--- config.mk ---
export PLATFORM = sky130hd
export DESIGN_NAME = seq_signed_mult
export DESIGN_NICKNAME = d
export VERILOG_FILES = /design/src/rtl/alu_pkg.sv /design/src/rtl/twos_com.sv /design/src/rtl/seq_signed_mult.sv
export SDC_FILE = /design/constraint.sdc
export NUM_CORES = 1
export LEC_CHECK = 0
export CELL_PAD_IN_SITES_DETAIL_PLACEMENT = 0
export CELL_PAD_IN_SITES_GLOBAL_PLACEMENT = 1
export CORE_MARGIN = 4
export CORE_UTILIZATION = 43
export CTS_CLUSTER_DIAMETER = 30
export DETAILED_ROUTE_END_ITERATION = 10
export GPL_TIMING_DRIVEN = 0
export HOLD_SLACK_MARGIN = 0.1
export PLACE_DENSITY = 0.77
export SYNTH_ARGS = -nofsm -noshare
export SYNTH_HDL_FRONTEND = slang
export SYNTH_SLANG_ARGS = --single-unit
--- constraint.sdc ---
create_clock -name clk -period 3.1 [get_ports clk]
set_clock_uncertainty 0.15 [all_clocks]
set_input_delay 0.31 -clock clk [delete_from_list [all_inputs] [get_ports clk]]
set_output_delay 0.31 -clock clk [all_outputs]
set_load 0.1 [all_outputs]
--- src/rtl/alu_pkg.sv ---
// Shared ALU definitions: multiplier FSM state encoding and the default operand width.
package alu_pkg;

    localparam int DEFAULT_WIDTH = 5;

    typedef enum logic [2:0] {
        ST_IDLE = 3'd0,
        ST_LOAD = 3'd1,
        ST_RUN  = 3'd2,
        ST_FIX  = 3'd3,
        ST_DONE = 3'd4
    } state_e;

endpackage

--- src/rtl/twos_com.sv ---
// Two's-complement negator: neg_val = -in_val, modulo 2^WIDTH (negating zero gives zero).
module twos_com #(
    parameter int WIDTH = 5
) (
    input  logic [WIDTH-1:0] in_val,
    output logic [WIDTH-1:0] neg_val
);

    assign neg_val = ~in_val + {{(WIDTH-1){1'b0}}, 1'b1};

endmodule

--- src/rtl/seq_signed_mult.sv ---
// Multi-cycle signed shift-add multiplier: magnitudes in, WIDTH add/shift steps, sign re-applied.
module seq_signed_mult
    import alu_pkg::*;
#(
    parameter int WIDTH = DEFAULT_WIDTH
) (
    input  logic               clk,
    input  logic               rst_n,
    input  logic               start,
    input  logic [WIDTH-1:0]   a,
    input  logic [WIDTH-1:0]   b,
    output logic               busy,
    output logic               done,
    output logic [2*WIDTH-1:0] product
);

    localparam int PW = 2 * WIDTH;
    localparam int CW = $clog2(WIDTH);

    state_e            state_q, state_d;
    logic [WIDTH-1:0]  a_q, a_d;
    logic [WIDTH-1:0]  b_q, b_d;
    logic              sign_q, sign_d;
    logic [WIDTH-1:0]  mag_a_q, mag_a_d;
    logic [WIDTH-1:0]  mag_b_q, mag_b_d;
    logic [PW-1:0]     acc_q, acc_d;
    logic [CW-1:0]     cnt_q, cnt_d;
    logic [PW-1:0]     product_q, product_d;
    logic              busy_q, busy_d;
    logic              done_q, done_d;

    logic [WIDTH-1:0]  neg_a;
    logic [WIDTH-1:0]  neg_b;
    logic [PW-1:0]     neg_acc;
    logic [PW-1:0]     addend;

    twos_com #(.WIDTH(WIDTH)) u_neg_a   (.in_val(a_q),   .neg_val(neg_a));
    twos_com #(.WIDTH(WIDTH)) u_neg_b   (.in_val(b_q),   .neg_val(neg_b));
    twos_com #(.WIDTH(PW))    u_neg_acc (.in_val(acc_q), .neg_val(neg_acc));

    // -2^(WIDTH-1) negates to itself; read unsigned, that is exactly its magnitude.
    assign addend = {{WIDTH{1'b0}}, mag_a_q} << cnt_q;

    // NOTE: every always_comb output is given its hold value first so no path can infer a latch.
    always_comb begin
        state_d   = state_q;
        a_d       = a_q;
        b_d       = b_q;
        sign_d    = sign_q;
        mag_a_d   = mag_a_q;
        mag_b_d   = mag_b_q;
        acc_d     = acc_q;
        cnt_d     = cnt_q;
        product_d = product_q;

        case (state_q)
            ST_IDLE, ST_DONE: begin
                if (start) begin
                    a_d     = a;
                    b_d     = b;
                    sign_d  = a[WIDTH-1] ^ b[WIDTH-1];
                    state_d = ST_LOAD;
                end else begin
                    state_d = ST_IDLE;
                end
            end
            ST_LOAD: begin
                mag_a_d = a_q[WIDTH-1] ? neg_a : a_q;
                mag_b_d = b_q[WIDTH-1] ? neg_b : b_q;
                acc_d   = '0;
                cnt_d   = '0;
                state_d = ST_RUN;
            end
            ST_RUN: begin
                if (mag_b_q[0]) begin
                    acc_d = acc_q + addend;
                end
                mag_b_d = mag_b_q >> 1;
                cnt_d   = cnt_q + {{(CW-1){1'b0}}, 1'b1};
                if (cnt_q == CW'(WIDTH - 1)) begin
                    state_d = ST_FIX;
                end
            end
            ST_FIX: begin
                product_d = sign_q ? neg_acc : acc_q;
                state_d   = ST_DONE;
            end
            default: state_d = ST_IDLE;
        endcase

        busy_d = (state_d == ST_LOAD) || (state_d == ST_RUN) || (state_d == ST_FIX);
        done_d = (state_d == ST_DONE);
    end

    // NOTE: reset is synchronous (checked inside the clocked block); all state uses <= so every flop sees pre-edge values.
    always_ff @(posedge clk) begin
        if (!rst_n) begin
            state_q   <= ST_IDLE;
            a_q       <= '0;
            b_q       <= '0;
            sign_q    <= 1'b0;
            mag_a_q   <= '0;
            mag_b_q   <= '0;
            acc_q     <= '0;
            cnt_q     <= '0;
            product_q <= '0;
            busy_q    <= 1'b0;
            done_q    <= 1'b0;
        end else begin
            state_q   <= state_d;
            a_q       <= a_d;
            b_q       <= b_d;
            sign_q    <= sign_d;
            mag_a_q   <= mag_a_d;
            mag_b_q   <= mag_b_d;
            acc_q     <= acc_d;
            cnt_q     <= cnt_d;
            product_q <= product_d;
            busy_q    <= busy_d;
            done_q    <= done_d;
        end
    end

    assign busy    = busy_q;
    assign done    = done_q;
    assign product = product_q;

endmodule

Word level (Yosys, flattened, before mapping)
Cells that the tools add are included.

Register bits after elaboration: 49. Bits of input ports: 13. Output and inout port bits: 12. Word-level logic and storage cells: 48.

Add/sub/neg operators: 5. Equal/unequal tests: 10. Shifts and indexed selects: 1. Muxes and demuxes: 10. Bitwise logic cells: 4. Reduce and logical (&&, ||, !) cells: 7.

Operator list (number): $mux W10 (2); $pmux W10 S2 (1); $eq A3 B2 Y1 const B (4); $pmux W3 S4 (1); $add A10 B1 Y10 const B (1); $add A10 B10 Y10 (1); $add A5 B1 Y5 const B (2); $mux W5 (2); $not A10 Y10 (1); $not A5 Y5 (2); $pmux W5 S2 (1); $shl A5 B3 Y10 (1); $eq A3 B3 Y1 const B (3); $eq A3 B1 Y1 const B (2); $pmux W3 S2 (1); $reduce_and A2 Y1 (2); $add A3 B1 Y3 const B (1); $logic_not A3 Y1 (1); $mux W3 (1); $logic_or A1 B1 Y1 (2); $ne A2 B2 Y1 const B (1); $reduce_bool A2 Y1 (1); $reduce_or A2 Y1 (1); $mux W1 (1); $xor A1 B1 Y1 (1).

Depth between registers and ports, before layout
Depth in word-level cells: 6. Depth in mapped cells: 13. Depth with buffers taken out: 12.

Hierarchy
From an unflattened synthesis, not the netlist that was laid out.

Cells, all modules: 331. Area total of the unflattened synthesis: 2922.8 µm².

By module, submodules not included: seq_signed_mult (instances 1, cells an instance 291, area an instance 2592.5 µm², seq. area each 980.9 µm²); twos_com (u_neg_acc) (instances 1, cells an instance 22, area an instance 177.7 µm², seq. area each 0.0 µm²); twos_com (u_neg_a ...) (instances 2, cells an instance 9, area an instance 76.3 µm², seq. area each 0.0 µm²).

Worst setup path before layout
No wires, ideal clock.

Path kind: register -> register. From: reg cnt_q[0]. To: reg acc_q[9]. Setup time: 0.073 ns. Arrival time: 2.467 ns. Data required time: 2.877 ns. Path slack: 0.410 ns. Stages on the path, launching flop included: 12. Path buffers: 1. Period minus slack after synthesis: 2.690 ns. Path through: dfxtp_1 clkbuf_1 mux2i_1 or3_1 inv_1 ha_1 a21oi_1 nand4b_1 a21oi_1 o21a_1 or4_1 o211ai_2.

Cells in the longest elaborated chain, start to end: 4.

RTL lines: from (decl) (RTL line seq_signed_mult.sv:27) `logic [CW-1:0] cnt_q, cnt_d;`; from (signal assigned) (RTL line seq_signed_mult.sv:117) `cnt_q <= cnt_d;`; $shl A5 B3 Y10 (RTL line seq_signed_mult.sv:42) `assign addend = {{WIDTH{1'b0}}, mag_a_q} << cnt_q;`; $add A10 B10 Y10 (RTL line seq_signed_mult.sv:76) `acc_d = acc_q + addend;`; $mux W10 (RTL line seq_signed_mult.sv:75) `if (mag_b_q[0]) begin`; $pmux W10 S2 (RTL line seq_signed_mult.sv:56) `case (state_q)`; to (signal assigned) (RTL line seq_signed_mult.sv:104) `acc_q <= '0;`; to (signal assigned) (RTL line seq_signed_mult.sv:116) `acc_q <= acc_d;`; to (decl) (RTL line seq_signed_mult.sv:26) `logic [PW-1:0] acc_q, acc_d;`.

Every way passes these cells. The select of a mux whose other input is x is not followed. A chain may end at the register's enable or synchronous reset.

Worst setup path in the final report
From: reg cnt_q[1]. To: reg acc_q[9].

The elaborated chain is that of the path after synthesis.

==> flow_results.xml <==
<?xml version="1.0" encoding="UTF-8"?>
<metrics>
  <group name="routing">
    <metric name="remaining_drc_errors" unit="">0</metric>
    <metric name="detail_route.wirelength" unit="um">5540</metric>
    <metric name="drt-vias-per-instance" unit="">5.14</metric>
    <metric name="detailroute.via_count" unit="">2178</metric>
    <metric name="route.antenna.remaining_nets" unit="">0</metric>
    <metric name="firstDrtPassIters" unit="">4</metric>
    <metric name="drc_violation_total_after_the_first_tritonroute_iteration" unit="">69</metric>
    <metric name="per_cell_routed_wire_length" unit="um">13.1</metric>
  </group>
  <group name="placement">
    <metric name="dp_slack" unit="ns">0.184</metric>
    <metric name="globalplace.congestion" unit="">0.791</metric>
    <metric name="post-dp-hpwl" unit="um">4220</metric>
    <metric name="post-place-cells" unit="">416</metric>
    <metric name="portBuffers" unit="">24</metric>
    <metric name="placed_cell_area" unit="sq um">2990</metric>
  </group>
  <group name="setup_path">
    <metric name="timing.critical_path.cells" unit="">buf_6 &gt; mux2_4 &gt; a22o_1 &gt; o2bb2ai_1 &gt; ha_1 &gt; a21o_1 &gt; a31o_1 &gt; o21a_1 &gt; or4_1 &gt; o211ai_2</metric>
    <metric name="top_fanout_value_on_the_critical_path" unit="">9</metric>
    <metric name="worst_path_cell_with_the_longest_stage_delay" unit="">sky130_fd_sc_hd__or4_1</metric>
    <metric name="regToRegSetupSlack" unit="ns">0.27</metric>
    <metric name="timing.critical_path.from_type" unit="">register</metric>
    <metric name="r2r-end" unit="">acc_q[9]$_SDFFE_PN0P_</metric>
    <metric name="crit_start" unit="">cnt_q[1]$_SDFFE_PN0P_</metric>
    <metric name="critPathCapture" unit="">acc_q[9]$_SDFFE_PN0P_</metric>
    <metric name="crit_type" unit="">reg2reg</metric>
    <metric name="r2r.worst_path.cells" unit="">10</metric>
    <metric name="worst-endpoint-arrival" unit="ns">2.92</metric>
    <metric name="setup.worst_path.end_class" unit="">register</metric>
    <metric name="worstReg2RegStart" unit="">cnt_q[1]$_SDFFE_PN0P_</metric>
    <metric name="crit_path_largest_cell_delay" unit="ns">0.48</metric>
    <metric name="crit_required" unit="ns">3.19</metric>
  </group>
  <group name="timing">
    <metric name="final_min_period_over_clock_period" unit="">0.912</metric>
    <metric name="timing.final.ws_setup" unit="ns">0.274</metric>
    <metric name="maxClockFrequency" unit="GHz">0.354</metric>
    <metric name="tns" unit="ns">0</metric>
    <metric name="grt_setup_unrepaired" unit="">false</metric>
    <metric name="report.final.slew_viol_count" unit="">0</metric>
    <metric name="worst_pin_slew" unit="ns">0.963</metric>
    <metric name="hold_slack" unit="ns">0.295</metric>
    <metric name="worst_slew_margin_rel" unit="">0.356</metric>
    <metric name="setup_viol" unit="">0</metric>
    <metric name="final.min_clock_period" unit="ns">2.83</metric>
    <metric name="report.final.hold_viol_count" unit="">0</metric>
  </group>
  <group name="cells_and_area">
    <metric name="utilization" unit="">0.518</metric>
    <metric name="stdcell_area" unit="sq um">3090</metric>
    <metric name="final_cell_mix" unit="">56 x sky130_fd_sc_hd__nand2_1, 49 x sky130_fd_sc_hd__dfxtp_1, 24 x sky130_fd_sc_hd__clkdlybuf4s50_1</metric>
    <metric name="diodes" unit="">0</metric>
    <metric name="most_frequent_standard_cell_in_the_layout_excluding_fill_and_tap_cells" unit="">sky130_fd_sc_hd__nand2_1</metric>
    <metric name="drive_above_1_share" unit="">0.0401</metric>
    <metric name="area_growth_syn_to_layout" unit="%">16.3</metric>
    <metric name="finalNonFillerCells" unit="">424</metric>
    <metric name="final_net_count" unit="">376</metric>
  </group>
  <group name="power">
    <metric name="vdd.ir_drop.worst" unit="mV">0.277</metric>
    <metric name="power_leakage" unit="nW">1.22</metric>
    <metric name="totalPowerFinal" unit="mW">1.24</metric>
    <metric name="pwr_density_cell" unit="nW/um^2">401</metric>
  </group>
  <group name="die">
    <metric name="initial_core_util" unit="">0.446</metric>
    <metric name="num_rows" unit="">28</metric>
    <metric name="floorplan_die_width" unit="um">86.6</metric>
    <metric name="ioPinCount" unit="">25</metric>
    <metric name="chipHeight" unit="um">86.6</metric>
    <metric name="die_area" unit="sq um">7490</metric>
    <metric name="floorplan.core_area" unit="sq um">5960</metric>
  </group>
  <group name="synth">
    <metric name="netlist_top_cells_area" unit="">sky130_fd_sc_hd__dfxtp_1 37%, sky130_fd_sc_hd__nand2_1 7.9%, sky130_fd_sc_hd__ha_1 6.6%</metric>
    <metric name="netlist-cell-type-count" unit="">46</metric>
    <metric name="synth_nets" unit="">345</metric>
    <metric name="asyncSetResetFlopFracSynth" unit="">0</metric>
    <metric name="ys_seq_area_frac" unit="">0.370</metric>
    <metric name="synth-seq-cells" unit="">49</metric>
    <metric name="synth_top_flop_cell" unit="">sky130_fd_sc_hd__dfxtp_1</metric>
    <metric name="mappedNetlistArea" unit="sq um">2650</metric>
    <metric name="post-synth-top-area-fraction" unit="">0.370</metric>
    <metric name="synth_enable_flop_cells" unit="">0</metric>
    <metric name="synthCells" unit="">317</metric>
    <metric name="synthesized_area_per_cell" unit="sq um">8.37</metric>
    <metric name="ys.warnings.count" unit="">0</metric>
    <metric name="synth_largest_area_cell" unit="">sky130_fd_sc_hd__dfxtp_1</metric>
  </group>
  <group name="global_routing">
    <metric name="grt_max_degree" unit="">16</metric>
    <metric name="grt_first_pass_wirelength" unit="um">9840</metric>
    <metric name="global_route.usage.total" unit="">0.166</metric>
    <metric name="sum_of_overflow_across_all_layers_after_global_routing" unit="">0</metric>
    <metric name="vias_in_the_first_global_route" unit="">2133</metric>
    <metric name="antenna_violations_before_repair" unit="">0</metric>
  </group>
  <group name="job">
    <metric name="maxCapViolCount" unit="">0</metric>
  </group>
  <group name="clocking">
    <metric name="clock_tree.buffer_depth" unit="">2</metric>
    <metric name="tritoncts" unit="">done</metric>
    <metric name="h-tree-depth" unit="">2</metric>
    <metric name="clk_transition_reported_paths" unit="ns">0.09</metric>
    <metric name="clock-root-buffer" unit="">sky130_fd_sc_hd__clkbuf_8</metric>
    <metric name="sinks_on_clock_net" unit="">49</metric>
    <metric name="clock_latency" unit="ns">0.32</metric>
    <metric name="tritoncts.num_buffers" unit="">5</metric>
    <metric name="postCtsSetupRepairBufs" unit="">0</metric>
  </group>
  <group name="min_path">
    <metric name="hold_path.class" unit="">reg2reg</metric>
    <metric name="holdCritStartpoint" unit="">product[8]$_SDFFE_PN0N_</metric>
  </group>
  <group name="outcome">
    <metric name="outcome" unit="">finished clean</metric>
  </group>
</metrics>
## worst max-delay path: cells and delay by family, from the launching register on
kind                       cells  cell delay [ns]
AOI/OAI and AO/OA              6             1.08
buffers and inverters          1             0.14
DFF                            1             0.35
and+or+nand+nor                1             0.48
muxes                          1             0.30
adders and majority gates      1             0.24
## kinds of logic (layout without fill, tap and decap cells)
family,count (synthesis),count (layout),share of synthesized area
muxes,7,7,0.0283
adders and majority gates,15,15,0.0736
and+or+nand+nor,117,117,0.211
xor gates and xnor gates,19,19,0.0627
AOI/OAI and AO/OA,81,81,0.211
DFF,49,49,0.370
buffers and inverters,29,61,0.0438
## cell type report
cell class | count | area, sq um
fillers | 586 | 2870
multi-input cells | 239 | 1560
flip-flops and latches | 49 | 981
repair buffers | 24 | 240
well taps | 75 | 93.8
clock buffers | 6 | 82.6
plain buffers | 15 | 65.1
inverters | 14 | 52.6
clock inverters | 2 | 13.8
## report_power, final
part	internal, mW	total (mW)	switching (mW)
clock	0.181	0.409	0.227
combinational	0.0680	0.163	0.0947
sequential	0.649	0.666	0.0169
## timing repair
item | 4_1_cts | 5_1_grt
hold endpoints to repair | 0 | 0
setup endpoints to repair | 0 | 2
hold buffers | 0 | 0
gates resized for setup | 0 | 2
## registers in the layout (all words and copies together), names as in the netlist
register and count:
mag_b_q 5, state_q 3, acc_q 10, done 1, sign_q 1, b_q 5
mag_a_q 5, busy 1, cnt_q 3, product 10, a_q 5
## worst min path at each step
stage                               to  slack [ns]  cells past startpoint
5_1_grt        mag_b_q[0]$_SDFFE_PN0P_        0.33                      2
3_3_place_gp   product[7]$_SDFFE_PN0N_        0.29                      2
2_1_floorplan  mag_b_q[0]$_SDFFE_PN0P_        0.28                      2
4_1_cts        product[8]$_SDFFE_PN0N_        0.30                      2
6_report       product[8]$_SDFFE_PN0N_        0.30                      2
3_5_place_dp   product[8]$_SDFFE_PN0N_        0.29                      2
## synth_stat cells, types with 2 or more instances
library cell / instances
sky130_fd_sc_hd__nand2b_1: 2
sky130_fd_sc_hd__nand4_1: 4
sky130_fd_sc_hd__ha_1: 14
sky130_fd_sc_hd__mux2i_1: 6
sky130_fd_sc_hd__and2_1: 2
sky130_fd_sc_hd__o31ai_1: 7
sky130_fd_sc_hd__nand3_1: 8
sky130_fd_sc_hd__inv_1: 13
sky130_fd_sc_hd__nor3_1: 5
sky130_fd_sc_hd__dfxtp_1: 49
sky130_fd_sc_hd__o21ai_0: 2
sky130_fd_sc_hd__nand2_1: 56
sky130_fd_sc_hd__xnor2_1: 9
sky130_fd_sc_hd__o21a_1: 3
sky130_fd_sc_hd__nor2b_1: 18
sky130_fd_sc_hd__o211a_1: 4
sky130_fd_sc_hd__or3_1: 3
sky130_fd_sc_hd__clkbuf_1: 14
sky130_fd_sc_hd__xor2_1: 10
sky130_fd_sc_hd__a21o_1: 3
sky130_fd_sc_hd__a22oi_1: 8
sky130_fd_sc_hd__o21ai_1: 16
sky130_fd_sc_hd__a21boi_1: 20
sky130_fd_sc_hd__a21oi_1: 9
sky130_fd_sc_hd__nor2_1: 11
## metal layers
layer / part of all wire / vias up / GRT usage
met2: 0.47 / 28 / 0.289
met5: 0 / - / 0
met1: 0.48 / 977 / 0.207
met3: 0.034 / 8 / 0.0285
li1: - / 1165 / -
met4: 0.018 / 0 / 0.0552
Note: power is estimated with default switching activity, not from simulation.
